$ cat config.mk
export PLATFORM = sky130hd
export DESIGN_NAME = iec_drive_arb
export DESIGN_NICKNAME = d
export VERILOG_FILES = /design/src/rtl/iec_drive_arb.sv
export SDC_FILE = /design/constraint.sdc
export NUM_CORES = 1
export LEC_CHECK = 0
export ABC_CLOCK_PERIOD_IN_PS = 5300
export CORE_UTILIZATION = 43
export DETAILED_ROUTE_END_ITERATION = 7
export PLACE_DENSITY = 0.88
export SYNTH_ARGS = -nofsm -noshare
export SYNTH_HDL_FRONTEND = slang
export SYNTH_SLANG_ARGS = --single-unit
$ cat constraint.sdc
create_clock -name clk_sys -period 5.3 [get_ports clk_sys]
set_input_delay 1.06 -clock clk_sys [delete_from_list [all_inputs] [get_ports clk_sys]]
set_output_delay 1.06 -clock clk_sys [all_outputs]
set_load 0.01 [all_outputs]
$ cat src/rtl/iec_drive_arb.sv
// Drive-slot arbiter: tracks each slot's engine type, holds engine resets after a type
// change, and round-robins engine block requests onto the single host SD port.
module iec_drive_arb #(
  parameter int unsigned DRIVES   = 2,
  parameter int unsigned NTYPES   = 3,
  parameter int unsigned RST_HOLD = 16,
  parameter logic [3:0]  LBA_SHL  = 4'b0100
) (
  input  logic                        clk_sys,
  input  logic                        reset,
  input  logic [DRIVES-1:0]           img_mounted,
  input  logic [31:0]                 img_size,
  input  logic [1:0]                  img_type,
  output logic [DRIVES*NTYPES-1:0]    eng_reset,
  input  logic [DRIVES*NTYPES-1:0]    req_rd,
  input  logic [DRIVES*NTYPES-1:0]    req_wr,
  input  logic [DRIVES*NTYPES*32-1:0] req_lba,
  output logic [DRIVES*NTYPES-1:0]    req_ack,
  output logic                        sd_rd,
  output logic                        sd_wr,
  output logic [31:0]                 sd_lba,
  output logic [1:0]                  sd_slot,
  input  logic                        sd_ack
);

  localparam int unsigned NENG = DRIVES * NTYPES;

  typedef enum logic [1:0] {StIdle, StIssue, StXfer, StDone} state_e;

  state_e            state_q, state_d;
  logic [1:0]        type_q [DRIVES];
  logic [1:0]        type_d [DRIVES];
  logic [7:0]        hold_q [DRIVES];
  logic [7:0]        hold_d [DRIVES];
  logic [NENG-1:0]   eng_reset_q, eng_reset_d;
  logic [1:0]        last_grant_q;
  logic [1:0]        sd_slot_q;
  logic [1:0]        gtype_q;
  logic              rd_q, wr_q;
  logic [31:0]       lba_q;

  logic [DRIVES-1:0] sel_rd, sel_wr, sel_rst, pending;
  logic [31:0]       sel_lba [DRIVES];
  logic              found, load, pick_rd, pick_wr, pick_shl;
  logic [1:0]        pick, pick_type;
  logic [31:0]       pick_lba;

  // Mount tracking; eng_reset is built from next-state so it matches type/hold each cycle.
  always_comb begin
    for (int s = 0; s < int'(DRIVES); s++) begin
      type_d[s] = type_q[s];
      hold_d[s] = (hold_q[s] != 8'd0) ? hold_q[s] - 8'd1 : 8'd0;
      if (img_mounted[s] && (img_size != 32'd0) && (32'(img_type) < NTYPES)) begin
        type_d[s] = img_type;
        if (img_type != type_q[s]) begin
          hold_d[s] = 8'(RST_HOLD);
        end
      end
    end
    eng_reset_d = '0;
    for (int s = 0; s < int'(DRIVES); s++) begin
      for (int t = 0; t < int'(NTYPES); t++) begin
        eng_reset_d[s*int'(NTYPES)+t] = (t != int'(type_d[s])) || (hold_d[s] != 8'd0);
      end
    end
  end

  // Per-slot view of the currently selected engine.
  always_comb begin
    for (int s = 0; s < int'(DRIVES); s++) begin
      sel_rd[s]  = 1'b0;
      sel_wr[s]  = 1'b0;
      sel_rst[s] = 1'b1;
      sel_lba[s] = 32'd0;
      for (int t = 0; t < int'(NTYPES); t++) begin
        if (t == int'(type_q[s])) begin
          sel_rd[s]  = req_rd[s*int'(NTYPES)+t];
          sel_wr[s]  = req_wr[s*int'(NTYPES)+t];
          sel_rst[s] = eng_reset_q[s*int'(NTYPES)+t];
          sel_lba[s] = req_lba[(s*int'(NTYPES)+t)*32 +: 32];
        end
      end
      pending[s] = (sel_rd[s] || sel_wr[s]) && (hold_q[s] == 8'd0) && !sel_rst[s];
    end
  end

  // Round-robin pick, searching from the slot after the last grant.
  always_comb begin
    found = 1'b0;
    pick  = 2'd0;
    for (int i = 1; i <= int'(DRIVES); i++) begin
      for (int s = 0; s < int'(DRIVES); s++) begin
        if (!found && pending[s] && (s == (int'(last_grant_q) + i) % int'(DRIVES))) begin
          found = 1'b1;
          pick  = 2'(s);
        end
      end
    end
    pick_type = 2'd0;
    pick_rd   = 1'b0;
    pick_wr   = 1'b0;
    pick_lba  = 32'd0;
    for (int s = 0; s < int'(DRIVES); s++) begin
      if (s == int'(pick)) begin
        pick_type = type_q[s];
        pick_rd   = sel_rd[s];
        pick_wr   = sel_wr[s];
        pick_lba  = sel_lba[s];
      end
    end
    pick_shl = 1'b0;
    for (int t = 0; t < 4; t++) begin
      if (t == int'(pick_type)) begin
        pick_shl = LBA_SHL[t];
      end
    end
    if (pick_shl) begin
      pick_lba = {pick_lba[30:0], 1'b0};
    end
  end

  always_comb begin
    state_d = state_q;
    load    = 1'b0;
    case (state_q)
      StIdle: begin
        if (found) begin
          load    = 1'b1;
          state_d = StIssue;
        end
      end
      StIssue: if (sd_ack) state_d = StXfer;
      StXfer:  if (!sd_ack) state_d = StDone;
      StDone:  state_d = StIdle;
      default: state_d = StIdle;
    endcase
  end

  always_ff @(posedge clk_sys or posedge reset) begin
    if (reset) begin
      state_q      <= StIdle;
      last_grant_q <= 2'(DRIVES - 1);
      sd_slot_q    <= 2'd0;
      gtype_q      <= 2'd0;
      rd_q         <= 1'b0;
      wr_q         <= 1'b0;
      lba_q        <= 32'd0;
      for (int s = 0; s < int'(DRIVES); s++) begin
        type_q[s] <= 2'd0;
        hold_q[s] <= 8'd0;
        for (int t = 0; t < int'(NTYPES); t++) begin
          eng_reset_q[s*int'(NTYPES)+t] <= (t != 0);
        end
      end
    end else begin
      state_q     <= state_d;
      eng_reset_q <= eng_reset_d;
      for (int s = 0; s < int'(DRIVES); s++) begin
        type_q[s] <= type_d[s];
        hold_q[s] <= hold_d[s];
      end
      // The request is frozen at grant so later drops or remounts cannot disturb it.
      if (load) begin
        sd_slot_q <= pick;
        gtype_q   <= pick_type;
        rd_q      <= pick_rd;
        wr_q      <= pick_wr;
        lba_q     <= pick_lba;
      end
      if (state_q == StDone) begin
        last_grant_q <= sd_slot_q;
      end
    end
  end

  always_comb begin
    sd_rd   = (state_q == StIssue) && rd_q;
    sd_wr   = (state_q == StIssue) && wr_q && !rd_q;
    req_ack = '0;
    for (int e = 0; e < int'(NENG); e++) begin
      req_ack[e] = ((state_q == StIssue) || (state_q == StXfer)) && sd_ack &&
                   (e == int'(sd_slot_q) * int'(NTYPES) + int'(gtype_q));
    end
  end

  assign eng_reset = eng_reset_q;
  assign sd_lba    = lba_q;
  assign sd_slot   = sd_slot_q;

endmodule

**After elaboration in Yosys (flattened, before gate mapping)**

Cells that the tools add are included.

- Output and inout port bits: 48
- Register bits after elaboration: 67
- Input bits: 243
- Logic and storage cells: 160

- Multiplexer cells: 56
- Bitwise operators: 2
- $lt $le $gt $ge: 1
- Add/sub/neg operators: 5
- Reduce and logical (&&, ||, !) cells: 57
- $mul: 1
- Equal/unequal tests: 26

Operators by type and width:

| operator | number |
|---|---|
| $mux W32 | 9 |
| $logic_not A32 Y1 | 3 |
| $eq A3 B32 Y1 const A | 2 |
| $mux W8 | 6 |
| $eq A2 B32 Y1 const A | 1 |
| $eq A4 B32 Y1 const A | 1 |
| $reduce_bool A32 Y1 | 1 |
| $reduce_bool A8 Y1 | 4 |
| $mux W1 | 31 |
| $logic_and A1 B1 Y1 | 25 |
| $mux W2 | 9 |
| $eq A2 B2 Y1 const A | 8 |
| $logic_not A8 Y1 | 2 |
| $sub A8 B1 Y8 const B | 2 |
| $logic_or A1 B1 Y1 | 9 |
| $logic_not A2 Y1 | 4 |
| $ne A2 B2 Y1 const A | 4 |
| $pmux W2 S4 | 1 |
| $logic_not A1 Y1 | 6 |
| $ne A2 B2 Y1 const B | 3 |
| $add A4 B2 Y5 | 1 |
| $eq A3 B5 Y1 const A | 1 |
| $eq A2 B2 Y1 const B | 2 |
| $mul A2 B2 Y4 const B | 1 |
| other kinds (8) | 12 |

**Longest topological paths before layout**

Gate-level depths: netlist of run 1.

- Depth after elaboration: 28
- Gate-level depth with buffers: 10
- Depth with buffers taken out: 8

**Worst setup path after synthesis of run 1**

Ideal clock, no wire load.

- Path kind: register to output
- Start: register sd_slot_q[0] (netlist: sd_slot[0])
- End: output req_ack[0]
- Path slack: 2.531 ns
- Required time: 4.240 ns
- Buffers on the path: 0
- Stages on the path, launching flop included: 5
- Arrival: 1.709 ns
- Cells stage by stage: dfrtp_1 > ha_1 > fa_1 > or2_2 > nor3_1

- Cells in the longest elaborated chain, start to end: 4

Ends and longest elaborated chain:

| element | RTL line | source |
|---|---|---|
| from (decl) | 37 | `logic [1:0] sd_slot_q;` |
| from (signal assigned) | 164 | `sd_slot_q <= pick;` |
| $mul A2 B2 Y4 | 182 | `(e == int'(sd_slot_q) * int'(NTYPES) + int'(gtype_q));` |
| $add A4 B2 Y5 | 182 |  |
| $logic_not A32 Y1 | 182 |  |
| $logic_and A1 B1 Y1 | 181 | `req_ack[e] = ((state_q == StIssue) \|\| (state_q == StXfer)) && sd_ack &&` |
| to (decl) | 18 | `output logic [DRIVES*NTYPES-1:0] req_ack,` |

No other way between the ends.

**Worst setup path in the final report of run 1**

- Start: input sd_ack
- End: output req_ack[0]

- Cells in the longest elaborated chain, start to end: 2

Ends and longest elaborated chain:

| element | RTL line | source |
|---|---|---|
| from (decl) | 23 | `input logic sd_ack` |
| $logic_and A1 B1 Y1 (2 in series) | 181 |  |

No other way between the ends.

==> run summary, run 1 <==
Setup crit start: sd_ack
GRT Total Usage: 28.7%
# rows: 40
Antenna Violating Nets Remaining: 0
drt first pass iters: 4
clock buffer count from CTS: 9
Post-synth EDFFs: 0
Worst IR Drop VDD: 0.184 mV
pwr dens: 313 nW/um2
Synthesized Nets: 747
initial drt markers: 355
Tightest Hold Check Type: reg2reg
Starting Density: 44.2%
r2r startpoint: type_q[3]$_DFF_PP0_
top_reg_cell synth: dfrtp_1
synth top area cells: dfrtp_1 (29%), a221oi_2 (16%), mux2_2 (14%)
Via Count: 5231
TritonCTS clock tree: built
drc violations: 0
detailed placement HPWL: 14100 um
die height: 113 um
sequential share of the synthesized area: 31.1%
Worst-path clk slew: 0.05 ns
Worst Path Class, Setup: in2out
core area: 12100 um2
CP max-delay cell: clkdlybuf4s50_1
Post-synth ARST share: 100%
die extent in x: 113 um
number of I/O pins: 291
DP Area: 8190 um2
Max clock buf depth: 2
die area: 12900 um2
worst skew pair latency: 0.33 ns
worst-case hold slack: 0.467 ns
Mapped Cells: 493
Routability Congestion: 0.855
Filler cells: 879
most frequent cells in the layout: clkdlybuf4s50_1 (287), mux2_2 (64), dfrtp_1 (59)
FF+latch count, synth: 66
Final Instance Area: 8540 um2
vias per cell: 5.66
WL/cell: 20.4 um
Multi-input gate area: 3360 um2
crit path cell chain: clkdlybuf4s50_1 > nand2_1 > or2_2 > nor3_1 > clkdlybuf4s50_1
post-synthesis cell type count: 59
post-layout minimum cycle time: 3.78 ns
fmax: 265 MHz
post-CTS setup buffer count: 0
PnR worst setup slack: 1.52 ns
initial antenna violation count: 0
CP most frequent cell: clkdlybuf4s50_1
post_cts resized: 0
status: finished, final reports clean
Max Cap Violations: 0
syn avg cell area: 10.8 um2
Root Buffer: clkbuf_16
area delta synth->final: 60.2%
Worst Skew: 0.00581 ns
Critical Path RT: 4.24 ns
Final #Nets: 1005
slowest stage delay, CP: 0.56 ns
first-pass GRT wire length: 28300 um
total power: 2680 uW
most common cell after layout, fill and taps aside: clkdlybuf4s50_1
largest net degree at the start of global routing: 64
Leak: 0.00330 uW
final period utilization: 71.3%
worst slew pin tran: 1.10 ns
Antenna Cells: 0
share of cells above drive strength 1: 25.3%
CP Capture Type: primary output
Max Fanout on Critical Path: 4
total congestion overflow: 0
vias in the first global route: 5446
Post-Syn Area: 5330 um2
max-slew violation count: 0
I/O Buffers: 287
CP delay by family, top: buffers and inverters
Final TNS setup: 0 ns
slew margin rel.: 26.8%
Final Setup Violations: 0
number of hold buffers added after CTS: 0
Hold Vio Cnt, Final: 0
RSZ-0062 raised after global routing: false
count of clock tree sinks: 66
crit path DAT: 2.72 ns
pre-CTS WS: 1.47 ns
Syn. warnings: 0
area leader, netlist: dfrtp_1
drt total wl: 18900 um
crit path launch type: primary input
# H-tree levels: 3
Buf/Inv on CP: 2
area share of the largest cell type after synthesis: 28.6%
register area: 1660 um2
Hold Path Origin: hold_q[0]$_DFF_PP0_
==> power by group <==
part | internal [uW] | switching, uW | total [uW] | leakage [uW]
combinational | 616 | 537 | 1150 | 0.00228
sequential | 647 | 174 | 821 | 0.000855
clock | 485 | 218 | 703 | 0.000169
==> per-layer routing <==
metal	part of all wire, %	track usage [%]
met3	6.7	5.47
met4	4.2	16.0
met2	51	50.9
met1	38	32.6
met5	0	0
==> flip-flops by register name, indices dropped and copies added, names as in the netlist <==
signal        flops
wr_q              1
state_q           2
hold_q           16
type_q            4
eng_reset         6
sd_slot           1
sd_lba           32
rd_q              1
gtype_q           2
last_grant_q      1
==> logic make-up (layout without fill, tap and decap cells) <==
kind of cell	count (synthesis)	count (layout)	share of synthesized area, %
AO/OA/AOI/OAI	130	130	29.1
XOR/XNOR	12	12	1.97
adder cells (fa/ha/maj)	11	11	2.72
buffers and inverters	58	321	6.45
flip-flops	66	66	31.1
multiplexers	77	77	16.0
other	1	1	0.0703
AND/OR/NAND/NOR	138	138	12.7
==> cell type report <==
class / count / area share, %
clock inverter: 4 / 1.14
tap: 168 / 2.46
timing repair buffer: 292 / 34.1
sequential: 66 / 19.4
clock buffer: 12 / 3.00
multi-input combinational: 369 / 39.3
inverter: 13 / 0.571
==> per-stage QoR <==
stage | utilization [%] | cells
2_1_floorplan | - | 493
3_3_place_gp | 67.9 | 908
3_5_place_dp | 67.9 | 908
4_1_cts | 70.8 | 924
5_1_grt | 70.8 | 924
6_report | 70.8 | 924
==> worst paths after layout <==
check	slack, ns	cells past startpoint	to
max	1.52	5	req_ack[0]
min	0.47	1	hold_q[0]$_DFF_PP0_
max reg2reg	1.57	6	sd_lba[31]$_DFFE_PP0P_
min reg2reg	0.47	1	hold_q[0]$_DFF_PP0_
max in group asynchronous	3.16	3	last_grant_q[0]$_DFFE_PP1N_
min in group asynchronous	1.20	2	sd_lba[22]$_DFFE_PP0P_
==> cells in the mapped netlist, drive strengths merged, types with 3 or more instances <==
library cell,count
a21oi,7
a221oi,64
and3,4
buf,32
clkbuf,13
dfrtp,61
dfstp,5
ha,10
inv,13
mux2,65
mux2i,12
nand2,50
nand2b,7
nor2,40
nor2b,3
nor3,7
nor4,11
o21ai,12
o31ai,31
or4,6
xnor2,6
xor2,6
==> worst reg2reg max path, cell delays in order (launching register included) <==
cell and delay [ns]:
dfrtp_2 0.78, nor2b_4 0.73, a2bb2oi_1 0.22, a221oi_4 0.47, a21o_2 0.94, a221oi_1 0.22
o31ai_2 0.28
Note: power is estimated with default switching activity, not from simulation.
==> run 2: changes to the inputs <==
- ABC_CLOCK_PERIOD_IN_PS: 5300 -> 3100
- CORE_UTILIZATION: 43 -> 36
- PLACE_DENSITY: 0.88 -> 0.78
- clock period: 5.3 -> 3.1 ns (I/O delays scaled with it)
==> run summary, run 2 (synthesis results as in run 1) <==
Root Buffer: clkbuf_16 (unchanged)
P_sw: 1560 uW (was 929 uW)
r2r startpoint: type_q[3]$_DFF_PP0_ (unchanged)
die height: 124 um (was 113 um)
number of hold buffers added after CTS: 0 (unchanged)
die area: 15300 um2 (was 12900 um2)
Worst Path Class, Setup: reg2out (was in2out)
Worst Skew: 0.00975 ns (was 0.00581 ns)
Worst-path clk slew: 0.05 ns (about the same)
post-route insts no fill: 949 (was 924)
Worst IR Drop VDD: 0.274 mV (was 0.184 mV)
combinational power share: 45.5% (was 43.1%)
Leak: 0.00338 uW (was 0.00330 uW)
crit path DAT: 2.33 ns (was 2.72 ns)
crit path launch type: flop (was primary input)
number of flip-flops in the largest register: 32 (unchanged)
worst-case hold slack: 0.459 ns (was 0.467 ns)
post-CTS setup buffer count: 0 (unchanged)
Hold Path Origin: hold_q[0]$_DFF_PP0_ (unchanged)
DP Cell Count: 933 (was 908)
Critical Path RT: 2.48 ns (was 4.24 ns)
hold endpoint: hold_q[0]$_DFF_PP0_ (unchanged)
Via Count: 5113 (was 5231)
count of clock tree sinks: 66 (unchanged)
Crit Reg-Reg Endpoint: sd_lba[28]$_DFFE_PP0P_ (was sd_lba[31]$_DFFE_PP0P_)
Final Setup Violations: 0 (unchanged)
Max Cap Violations: 0 (unchanged)
drt total wl: 18300 um (was 18900 um)
core area: 14500 um2 (was 12100 um2)
drt first pass iters: 4 (unchanged)
worst skew pair latency: 0.33 ns (about the same)
# rows: 44 (was 40)
Antenna Cells: 0 (unchanged)
share of cells above drive strength 1: 26.0% (was 25.3%)
Routability Congestion: 0.807 (was 0.855)
TritonCTS clock tree: built (unchanged)
area delta synth->final: 61.9% (was 60.2%)
Switching Share: 35.7% (was 34.7%)
vias per cell: 5.39 (was 5.66)
clock buffer count from CTS: 9 (unchanged)
Final TNS setup: 0 ns (unchanged)
reg2reg path depth: 7 (was 6)
Internal Power: 2810 uW (was 1750 uW)
worst slew pin tran: 0.708 ns (was 1.10 ns)
GRT Total Usage: 22.9% (was 28.7%)
total congestion overflow: 0 (unchanged)
most frequent cells in the layout: clkdlybuf4s50_1 (284), mux2_2 (64), dfrtp_1 (58) (was clkdlybuf4s50_1 (287), mux2_2 (64), dfrtp_1 (59))
fmax: 339 MHz
Tightest Hold Check Type: reg2reg (unchanged)
final period utilization: 95.2%
vias in the first global route: 5229 (was 5446)
WL/cell: 19.3 um (was 20.4 um)
r2r setup slk: 0.55 ns (was 1.57 ns)
die extent in x: 124 um (was 113 um)
Antenna Violating Nets Remaining: 0 (unchanged)
Hold Vio Cnt, Final: 0 (unchanged)
I/O Buffers: 287 (unchanged)
Starting Density: 36.8% (was 44.2%)
Final #Nets: 1014 (was 1005)
Flop pwr share: 31.4% (was 30.7%)
pwr dens: 506 nW/um2 (was 313 nW/um2)
Max Fanout on Critical Path: 5 (was 4)
# H-tree levels: 3 (unchanged)
initial drt markers: 219 (was 355)
first-pass GRT wire length: 26500 um (was 28300 um)
number of I/O pins: 291 (unchanged)
most common cell after layout, fill and taps aside: clkdlybuf4s50_1 (unchanged)
Clock power frac: 23.1% (was 26.3%)
initial antenna violation count: 0 (unchanged)
drc violations: 0 (unchanged)
post-layout minimum cycle time: 2.95 ns
status: finished, final reports clean (unchanged)
largest net degree at the start of global routing: 44 (was 64)
max-slew violation count: 0 (unchanged)
slew margin rel.: 52.8% (was 26.8%)
RSZ-0062 raised after global routing: false (unchanged)
detailed placement HPWL: 14200 um (was 14100 um)
Max clock buf depth: 2 (unchanged)
CP Capture Type: primary output (unchanged)
hold depth: 1 (unchanged)
[run 2: changes by cell type in the layout (fill, tap and decap cells not counted), sizes merged]
| cell | change |
|---|---|
| buf | +9 |
| clkbuf | +1 |
| clkinv | +2 |
| dlygate4sd2 | +1 |
| bufinv | -2 |
| clkinvlp | -1 |
| clkdlybuf4s50 | -3 |
| dlymetal6s2s | +2 |
[run 2: power groups by stage]
stage / Clock, uW / Combinational (uW) / Sequential, uW
3_5_place_dp: 0 / 2000 / 1380
2_1_floorplan: 0 / 1190 / 1340
3_3_place_gp: 0 / 1920 / 1360
5_1_grt: 1070 / 2170 / 1410
4_1_cts: 1040 / 2000 / 1370
6_report: 1010 / 1990 / 1370
[run 2: through the flow]
stage / power (uW) / area [um2] / setup WS, ns / util [%]
floorplan: 2530 / 5330 / 0.771 / -
finish: 4370 / 8640 / 0.150 / 59.6
global placement: 3280 / 8340 / 0.209 / 57.6
detailed placement: 3380 / 8340 / 0.189 / 57.6
CTS: 4410 / 8630 / 0.0373 / 59.6
global route: 4650 / 8640 / 0.0453 / 59.6
[run 2: layout make-up]
type / instances / area [um2]
multi-input cells: 369 / 3360
flip-flops and latches: 66 / 1660
inverters: 13 / 48.8
repair buffers: 301 / 3040
fillers: 1193 / 5840
well taps: 184 / 230
clock inverters: 3 / 40.0
clock buffers: 13 / 250
[run 2: what timing repair did]
item	in CTS	in global routing
pin swaps	0	0
resized for setup	2	2
setup endpoints to repair	1	2
[run 2: worst max-delay path, stage by stage, from the launching register on]
cell and delay, ns:
dfrtp_2 0.45, ha_1 0.22, fa_1 0.52, nand3_1 0.09, nor3_1 0.16, clkdlybuf4s50_1 0.57
[run 2: per-layer routing]
layer | global-route usage [%] | vias up | share of wire (%)
li1 | - | 2429 | -
met1 | 25.4 | 2466 | 39
met2 | 44.3 | 193 | 53
met3 | 3.48 | 25 | 6.2
met4 | 6.85 | 0 | 2.0
met5 | 0 | - | 0
[run 2: how the worst max path moves through the flow]
stage | startpoint | to | slack [ns] | cells past startpoint
after global routing | sd_slot[0]$_DFFE_PP0P_ | req_ack[5] | 0.05 | 5
final | sd_slot[0]$_DFFE_PP0P_ | req_ack[2] | 0.15 | 5
after floorplan | sd_slot[0]$_DFFE_PP0P_ | req_ack[0] | 0.77 | 4
after global placement | sd_ack | req_ack[0] | 0.21 | 5
after CTS | sd_slot[0]$_DFFE_PP0P_ | req_ack[1] | 0.04 | 5
after detailed placement | sd_ack | req_ack[0] | 0.19 | 5
